### src/rtl/board_mem_arbiter_if.sv
// Board RAM arbitration bus: six requesters (four ghosts, pacman, painter) plus the RAM port.
interface board_mem_arbiter_if #(
    parameter int unsigned ADDR_W = 10,
    parameter int unsigned DATA_W = 4
);
    logic [2:0]          select;
    logic [5:0]          req;
    logic [5:0]          we;
    logic [6*ADDR_W-1:0] addr_in;
    logic [6*DATA_W-1:0] wdata_in;
    logic [5:0]          grant;
    logic [5:0]          ack;
    logic [DATA_W-1:0]   rdata;
    logic                busy;
    logic [ADDR_W-1:0]   mem_addr;
    logic                mem_we;
    logic [DATA_W-1:0]   mem_wdata;
    logic [DATA_W-1:0]   mem_rdata;

    modport slave (
        input  select, req, we, addr_in, wdata_in, mem_rdata,
        output grant, ack, rdata, busy, mem_addr, mem_we, mem_wdata
    );

    modport master (
        output select, req, we, addr_in, wdata_in, mem_rdata,
        input  grant, ack, rdata, busy, mem_addr, mem_we, mem_wdata
    );
endinterface

### src/rtl/board_mem_arbiter.sv
// Board RAM arbiter: phase-priority with round-robin fallback, one access per 4 cycles
// through IDLE -> ISSUE -> WAIT -> DONE.
module board_mem_arbiter #(
    parameter int unsigned ADDR_W = 10,
    parameter int unsigned DATA_W = 4
) (
    input logic                 clk,
    input logic                 reset,
    board_mem_arbiter_if.slave  bus
);
    typedef enum logic [1:0] {StIdle, StIssue, StWait, StDone} state_e;

    state_e              state_q, state_d;
    logic [5:0]          grant_q;
    logic [2:0]          last_q;
    logic [ADDR_W-1:0]   addr_q;
    logic [DATA_W-1:0]   wdata_q;
    logic                we_q;
    logic [DATA_W-1:0]   rdata_q;
    logic [2:0]          win;
    logic                capture;
    logic                latch_rd;

    // Phase owner wins outright; otherwise the nearest requester after last_q.
    always_comb begin
        win = last_q;
        if (bus.select < 3'd6 && bus.req[bus.select]) begin
            win = bus.select;
        end else begin
            for (int k = 6; k >= 1; k--) begin
                automatic int idx = (int'(last_q) + k) % 6;
                if (bus.req[3'(idx)]) begin
                    win = 3'(idx);
                end
            end
        end
    end

    always_comb begin
        state_d  = state_q;
        capture  = 1'b0;
        latch_rd = 1'b0;
        unique case (state_q)
            StIdle: begin
                if (|bus.req) begin
                    capture = 1'b1;
                    state_d = StIssue;
                end
            end
            StIssue: state_d = StWait;
            StWait: begin
                latch_rd = ~we_q;
                state_d  = StDone;
            end
            StDone: state_d = StIdle;
        endcase
    end

    always_ff @(posedge clk) begin
        if (reset) begin
            state_q <= StIdle;
            grant_q <= '0;
            last_q  <= 3'd5;
            addr_q  <= '0;
            wdata_q <= '0;
            we_q    <= 1'b0;
            rdata_q <= '0;
        end else begin
            state_q <= state_d;
            if (capture) begin
                grant_q <= 6'd1 << win;
                last_q  <= win;
                addr_q  <= bus.addr_in[int'(win)*ADDR_W +: ADDR_W];
                wdata_q <= bus.wdata_in[int'(win)*DATA_W +: DATA_W];
                we_q    <= bus.we[win];
            end else if (state_q == StDone) begin
                grant_q <= '0;
            end
            if (latch_rd) begin
                rdata_q <= bus.mem_rdata;
            end
        end
    end

    // Captured operands drive the RAM port directly, so mem_addr holds between accesses.
    assign bus.grant     = grant_q;
    assign bus.ack       = (state_q == StDone) ? grant_q : 6'd0;
    assign bus.busy      = (state_q != StIdle);
    assign bus.mem_addr  = addr_q;
    assign bus.mem_wdata = wdata_q;
    assign bus.mem_we    = (state_q == StIssue) && we_q;
    assign bus.rdata     = rdata_q;
endmodule

### src/flat_wrapper.sv
// flat-port wrapper written by rule: the top's interface ports become plain ports
module board_mem_arbiter_flat 
#(
    parameter int unsigned ADDR_W = 10,
    parameter int unsigned DATA_W = 4
)
  (clk, reset, bus_select, bus_req, bus_we, bus_addr_in, bus_wdata_in, bus_mem_rdata, bus_grant, bus_ack, bus_rdata, bus_busy, bus_mem_addr, bus_mem_we, bus_mem_wdata);
  board_mem_arbiter_if #(.ADDR_W(ADDR_W), .DATA_W(DATA_W)) bus_i ();
  input logic clk;
  input logic reset;
  input wire logic [$bits(bus_i.select)-1:0] bus_select;
  input wire logic [$bits(bus_i.req)-1:0] bus_req;
  input wire logic [$bits(bus_i.we)-1:0] bus_we;
  input wire logic [$bits(bus_i.addr_in)-1:0] bus_addr_in;
  input wire logic [$bits(bus_i.wdata_in)-1:0] bus_wdata_in;
  input wire logic [$bits(bus_i.mem_rdata)-1:0] bus_mem_rdata;
  output wire logic [$bits(bus_i.grant)-1:0] bus_grant;
  output wire logic [$bits(bus_i.ack)-1:0] bus_ack;
  output wire logic [$bits(bus_i.rdata)-1:0] bus_rdata;
  output wire logic [$bits(bus_i.busy)-1:0] bus_busy;
  output wire logic [$bits(bus_i.mem_addr)-1:0] bus_mem_addr;
  output wire logic [$bits(bus_i.mem_we)-1:0] bus_mem_we;
  output wire logic [$bits(bus_i.mem_wdata)-1:0] bus_mem_wdata;
  assign bus_i.select = bus_select;
  assign bus_i.req = bus_req;
  assign bus_i.we = bus_we;
  assign bus_i.addr_in = bus_addr_in;
  assign bus_i.wdata_in = bus_wdata_in;
  assign bus_i.mem_rdata = bus_mem_rdata;
  assign bus_grant = bus_i.grant;
  assign bus_ack = bus_i.ack;
  assign bus_rdata = bus_i.rdata;
  assign bus_busy = bus_i.busy;
  assign bus_mem_addr = bus_i.mem_addr;
  assign bus_mem_we = bus_i.mem_we;
  assign bus_mem_wdata = bus_i.mem_wdata;
  board_mem_arbiter #(.ADDR_W(ADDR_W), .DATA_W(DATA_W)) u_core (.clk(clk), .reset(reset), .bus(bus_i));
endmodule
### config.mk
export PLATFORM = sky130hd
export DESIGN_NAME = board_mem_arbiter_flat
export DESIGN_NICKNAME = d
export VERILOG_FILES = /design/src/rtl/board_mem_arbiter_if.sv /design/src/rtl/board_mem_arbiter.sv /design/src/flat_wrapper.sv
export SDC_FILE = /design/constraint.sdc
export NUM_CORES = 1
export LEC_CHECK = 0
export ABC_AREA = 1
export BUFFER_PORTS_ARGS = -buffer_cell sky130_fd_sc_hd__buf_4
export CAP_MARGIN = 10
export CORE_MARGIN = 2
export CORE_UTILIZATION = 52
export CTS_CLUSTER_DIAMETER = 150
export DETAILED_ROUTE_END_ITERATION = 8
export HOLD_SLACK_MARGIN = 0.06
export PLACE_DENSITY = 0.87
export SYNTH_ARGS = -nofsm -noshare
export SYNTH_HDL_FRONTEND = slang
export SYNTH_SLANG_ARGS = --single-unit
### constraint.sdc
create_clock -name clk -period 8.43 [get_ports clk]
set_input_delay 1.686 -clock clk [delete_from_list [all_inputs] [get_ports clk]]
set_output_delay 1.686 -clock clk [all_outputs]
set_load 0.01 [all_outputs]
# == Word level (Yosys, flattened, before mapping) ==
# Index checks and enable logic that the tools add are counted.
# op_classes
add_sub_neg,6
mul,1
div_mod_pow,6
magnitude_cmp,9
eq_ne,4
shift,3
muxes,37
n_bitwise,1
reduce_logical,6
# op_table
op,count
$mod A32 B4 Y32 const B,6
$shiftx A60 B8 Y10,1
$lt A3 B5 Y1 const B,6
$bmux W1 S3,8
$shiftx A24 B6 Y4,1
$mux W3,7
$mux W6,3
$mux W1,17
$add A3 B3 Y4 const B,3
$add A3 B2 Y4 const B,2
$lt A3 B4 Y1 const B,2
$pmux W2 S4,1
$mul A3 B3 Y6 const B,1
$reduce_or A6 Y1,1
$shl A1 B3 Y6 const A,1
$add A3 B1 Y4 const B,1
$eq A2 B2 Y1 const B,2
$reduce_bool A2 Y1,2
$lt A3 B3 Y1 const B,1
$eq A2 B1 Y1 const B,1
$logic_and A1 B1 Y1,2
$logic_not A2 Y1,1
$mux W2,1
$ne A2 B1 Y1 const B,1
$not A1 Y1,1
# totals
regBits,30
input_bits,105
wordCells,80

# == Longest topological paths before layout ==
# depth
ltp_word,14
mapped_depth,31
ltp_nobuf,30

# == Worst setup path before layout ==
# No wires, ideal clock.
# synth_path
path_kind,input to register
from,input port bus_select[0]
to,register u_core.we_q
t_arrival_ns,3.474
t_required_ns,8.359
path_slack_ns,4.886
stages,14
path_buffers,1
cell_sequence,inv_1 -> o21ai_0 -> a21oi_1 -> or3b_2 -> nand2_1 -> nand2_1 -> nand2_1 -> nand2_1 -> nand2_2 -> clkbuf_1 -> nand2_1 -> nand2_1 -> nand2_1 -> a21oi_1
# synth_via
elab_chain_cells,6
# synth_lines
item,line_no,rtl
from (decl),flat_wrapper.sv:11,input wire logic [$bits(bus_i.select)-1:0] bus_select;
$bmux W1 S3,board_mem_arbiter.sv:27,if (bus.select < 3'd6 && bus.req[bus.select]) begin
$mux W1 (implied by the code),board_mem_arbiter.sv:27,
$logic_and A1 B1 Y1,board_mem_arbiter.sv:27,
$mux W3 *,board_mem_arbiter.sv:27,
$bmux W1 S3 *,board_mem_arbiter.sv:75,we_q <= bus.we[win];
$mux W1 (implied by the code) *,board_mem_arbiter.sv:75,
to (signal assigned),board_mem_arbiter.sv:75,
to (decl),board_mem_arbiter.sv:18,logic we_q;
# Every way passes the cells marked *; elsewhere a longest branch is shown, timed or not. The select of a mux whose other input is x is not followed.
# A chain may end at the register's enable or synchronous reset.

# == Final worst setup path ==
# layout_path
from,register u_core.last_q[0]
to,register u_core.we_q
# layout_via
elab_chain_cells,14
# layout_lines
item,line_no,rtl
from (decl),board_mem_arbiter.sv:15,logic [2:0] last_q;
from (signal assigned),board_mem_arbiter.sv:72,last_q <= win;
$add A3 B3 Y4,board_mem_arbiter.sv:31,automatic int idx = (int'(last_q) + k) % 6;
$mod A32 B4 Y32,board_mem_arbiter.sv:31,
$bmux W1 S3,board_mem_arbiter.sv:32,if (bus.req[3'(idx)]) begin
$mux W1 (implied by the code) (2 in a row),board_mem_arbiter.sv:32,
$mux W3 (5 in a row),board_mem_arbiter.sv:32,
$mux W3 *,board_mem_arbiter.sv:32,
$mux W3 *,board_mem_arbiter.sv:27,
$bmux W1 S3 *,board_mem_arbiter.sv:75,
$mux W1 (implied by the code) *,board_mem_arbiter.sv:75,
# Marked as above.

==> out/qor.csv <==
metric;value;unit
outcome;complete, no violations;
top cells by count, synth;nand2_1 (203), nand3_1 (85), inv_1 (72), nor2_1 (51), dfxtp_1 (30);
mapped cell area;3070;um2
syn_nets;678;
Port Buffers;136;
Slowest-stage cell, CP;dfxtp_1;
Post-synth EDFFs;0;
fin crit period;4.69;ns
vias per inst;5.32;
Reg clk slew, reported paths;0.07;ns
hold buffers post-CTS;0;
WS Path Type;reg -> reg;
Hold Startpoint;u_core.bus.grant[0];
First-pass DRT Iterations;5;
Slew headroom;0.492;
CP startpoint;u_core.last_q[0];
max-slew violation count;0;
worst-skew pair later-pin latency;0.29;ns
clock sinks;30;
Setup crit end kind;register;
GRT Residual Overflow;0;
Critical Path RT;8.65;ns
Post-Syn Instances;559;
GRT Total Usage;0.302;
Synth area leader;nand2_1;
share of the synthesized area in the top cell type;0.248;
Leak;2.45;nW
largest cells by area after synthesis;nand2_1 (25%), dfxtp_1 (20%), nand3_1 (14%);
Chip Width;80.9;um
CP arrival;4.90;ns
Reg-to-Reg Start;u_core.last_q[0];
post-layout util;0.746;
endpoints failing hold;0;
CTS tree;built;
Main synth FF type;dfxtp_1;
Worst Skew;0.0117;ns
period utilisation layout;0.556;
WL/cell;13.4;um
#FFs+latches synth;30;
top-count cell post-synth;nand2_1;
Yosys warnings;0;
WL final;10200;um
crit-path leading delay family;simple AND/OR/NAND/NOR gates;
post-CTS setup buffers;0;
largest net degree at the start of global routing;32;
CTS max path bufs;2;
CTS Buf Count;5;
mean area per synthesized cell;5.50;um2
number of setup violations in the final report;0;
DIE AREA;6540;um2
worst-path fanout max;31;
H-tree depth;2;
Distinct cells, synth;32;
PostCTS Resize Cnt;0;
antenna violations before repair;0;
crit start category;register;
ys async rst share;0;
Top Ports;137;
Vias;4039;
CTS root buf;clkbuf_8;
HPWL Detailed;8030;um
most used cell, CP;nand2_1;
Diodes inserted;0;
Cell Rows;27;
CP peak stage delay;0.75;ns
Max Clk Rate;213;MHz
CORE AREA;5610;um2
DR iter-0 viols;257;
vias in the first global route;3662;
global placer's final weighted congestion;1.01;
synth-to-layout area growth;36.1;%
Slew @ Worst Pin;0.761;ns
final antenna-violating net count;0;
PwrDens;414;nW/um2
fraction of layout instances using a drive strength above 1;0.255;
register area share after synthesis;0.195;
global-route wire length before repair;15700;um
Max Cap Viol;0;
worst vdd ir;0.210;mV
CP bufs+invs;3;
Hold Crit Class;reg -> reg;
# DRC;0;
final net count;805;
Setup TNS Final;0;ns
Initial Util;0.548;
RSZ-0062 raised after global routing;false;
die height;80.9;um
power by group:
part / internal [mW] / switching, mW / total [mW] / leakage [nW]
combinational: 0.460 / 0.911 / 1.37 / 2.15
sequential: 0.189 / 0.0468 / 0.236 / 0.247
clock: 0.0658 / 0.0590 / 0.125 / 0.0482
worst reg2reg max path, cell delays in order (launching register included):
cell,delay [ns]
dfxtp_1,0.75
inv_2,0.19
ha_1,0.28
inv_1,0.08
nand2_1,0.05
nand2_1,0.12
ha_1,0.24
nor2_1,0.10
nand3_1,0.08
nand2_1,0.11
nand3_1,0.10
nand2_1,0.12
nand2_1,0.07
nand3_2,0.09
nand2_1,0.08
inv_1,0.06
nand2_1,0.05
nand2_1,0.08
nand2_1,0.07
nand2_2,0.07
nand3_2,0.38
nand2_2,0.67
nand2_2,0.19
nor2_8,0.26
nand2_1,0.09
nand2_1,0.07
nor2_1,0.04
a21oi_1,0.14
routing by layer:
layer / share of wire / track usage
met3: 0.085 / 0.0533
met5: 0 / 0
met1: 0.41 / 0.372
met4: 0.033 / 0.119
met2: 0.47 / 0.521
final timing paths:
path,end,slack [ns],cells after the start
min,u_core.bus.grant[0],0.49,2
max reg2reg,u_core.we_q,3.74,27
max,u_core.we_q,3.74,27
min reg2reg,u_core.bus.grant[0],0.49,2
layout by cell type (no fill, tap or decap), types with 9 or more instances in the layout:
cell	count
nand3_1	85
buf_4	136
nor2_1	51
dfxtp_1	30
ha_1	14
o21ai_0	9
nand2_2	13
a21oi_1	25
inv_1	72
nand2_1	203
logic make-up (layout without fill, tap and decap cells):
kind of cell / Yosys count / after routing / synth area share
AND/OR/NAND/NOR: 367 / 367 / 0.519
flip-flops: 30 / 30 / 0.195
buffers and inverters: 97 / 225 / 0.129
AO/OA/AOI/OAI: 51 / 51 / 0.0989
adder cells (fa/ha/maj): 14 / 14 / 0.0570
state kept, by name, indices dropped and copies added, names as in the netlist:
signal,cells
u_core.we_q,1
u_core.bus.mem_addr,10
u_core.state_q,2
u_core.bus.rdata,4
u_core.bus.mem_wdata,4
u_core.bus.grant,6
u_core.last_q,3
through the flow:
step / total power [mW] / instances / area (um2) / worst slack, ns / hold WS [ns]
6_report: 1.73 / 759 / 4180 / 3.74 / 0.489
5_1_grt: 1.91 / 759 / 4180 / 3.26 / 0.524
4_1_cts: 1.71 / 759 / 4180 / 3.83 / 0.487
3_5_place_dp: 1.58 / 751 / 4090 / 3.74 / 0.475
3_3_place_gp: 1.54 / 751 / 4090 / 3.86 / 0.475
2_1_floorplan: 1.30 / 559 / 3070 / 4.89 / 0.490
area by class of cell:
type                    count  area [um2]
multi-input cells         432        2070
fillers                   497        1430
repair buffers            136        1020
flip-flops and latches     30         601
inverters                  81         304
well taps                  72        90.1
clock buffers               7        86.3
clock inverters             1        5.00
(Power assumes the default switching activity.)
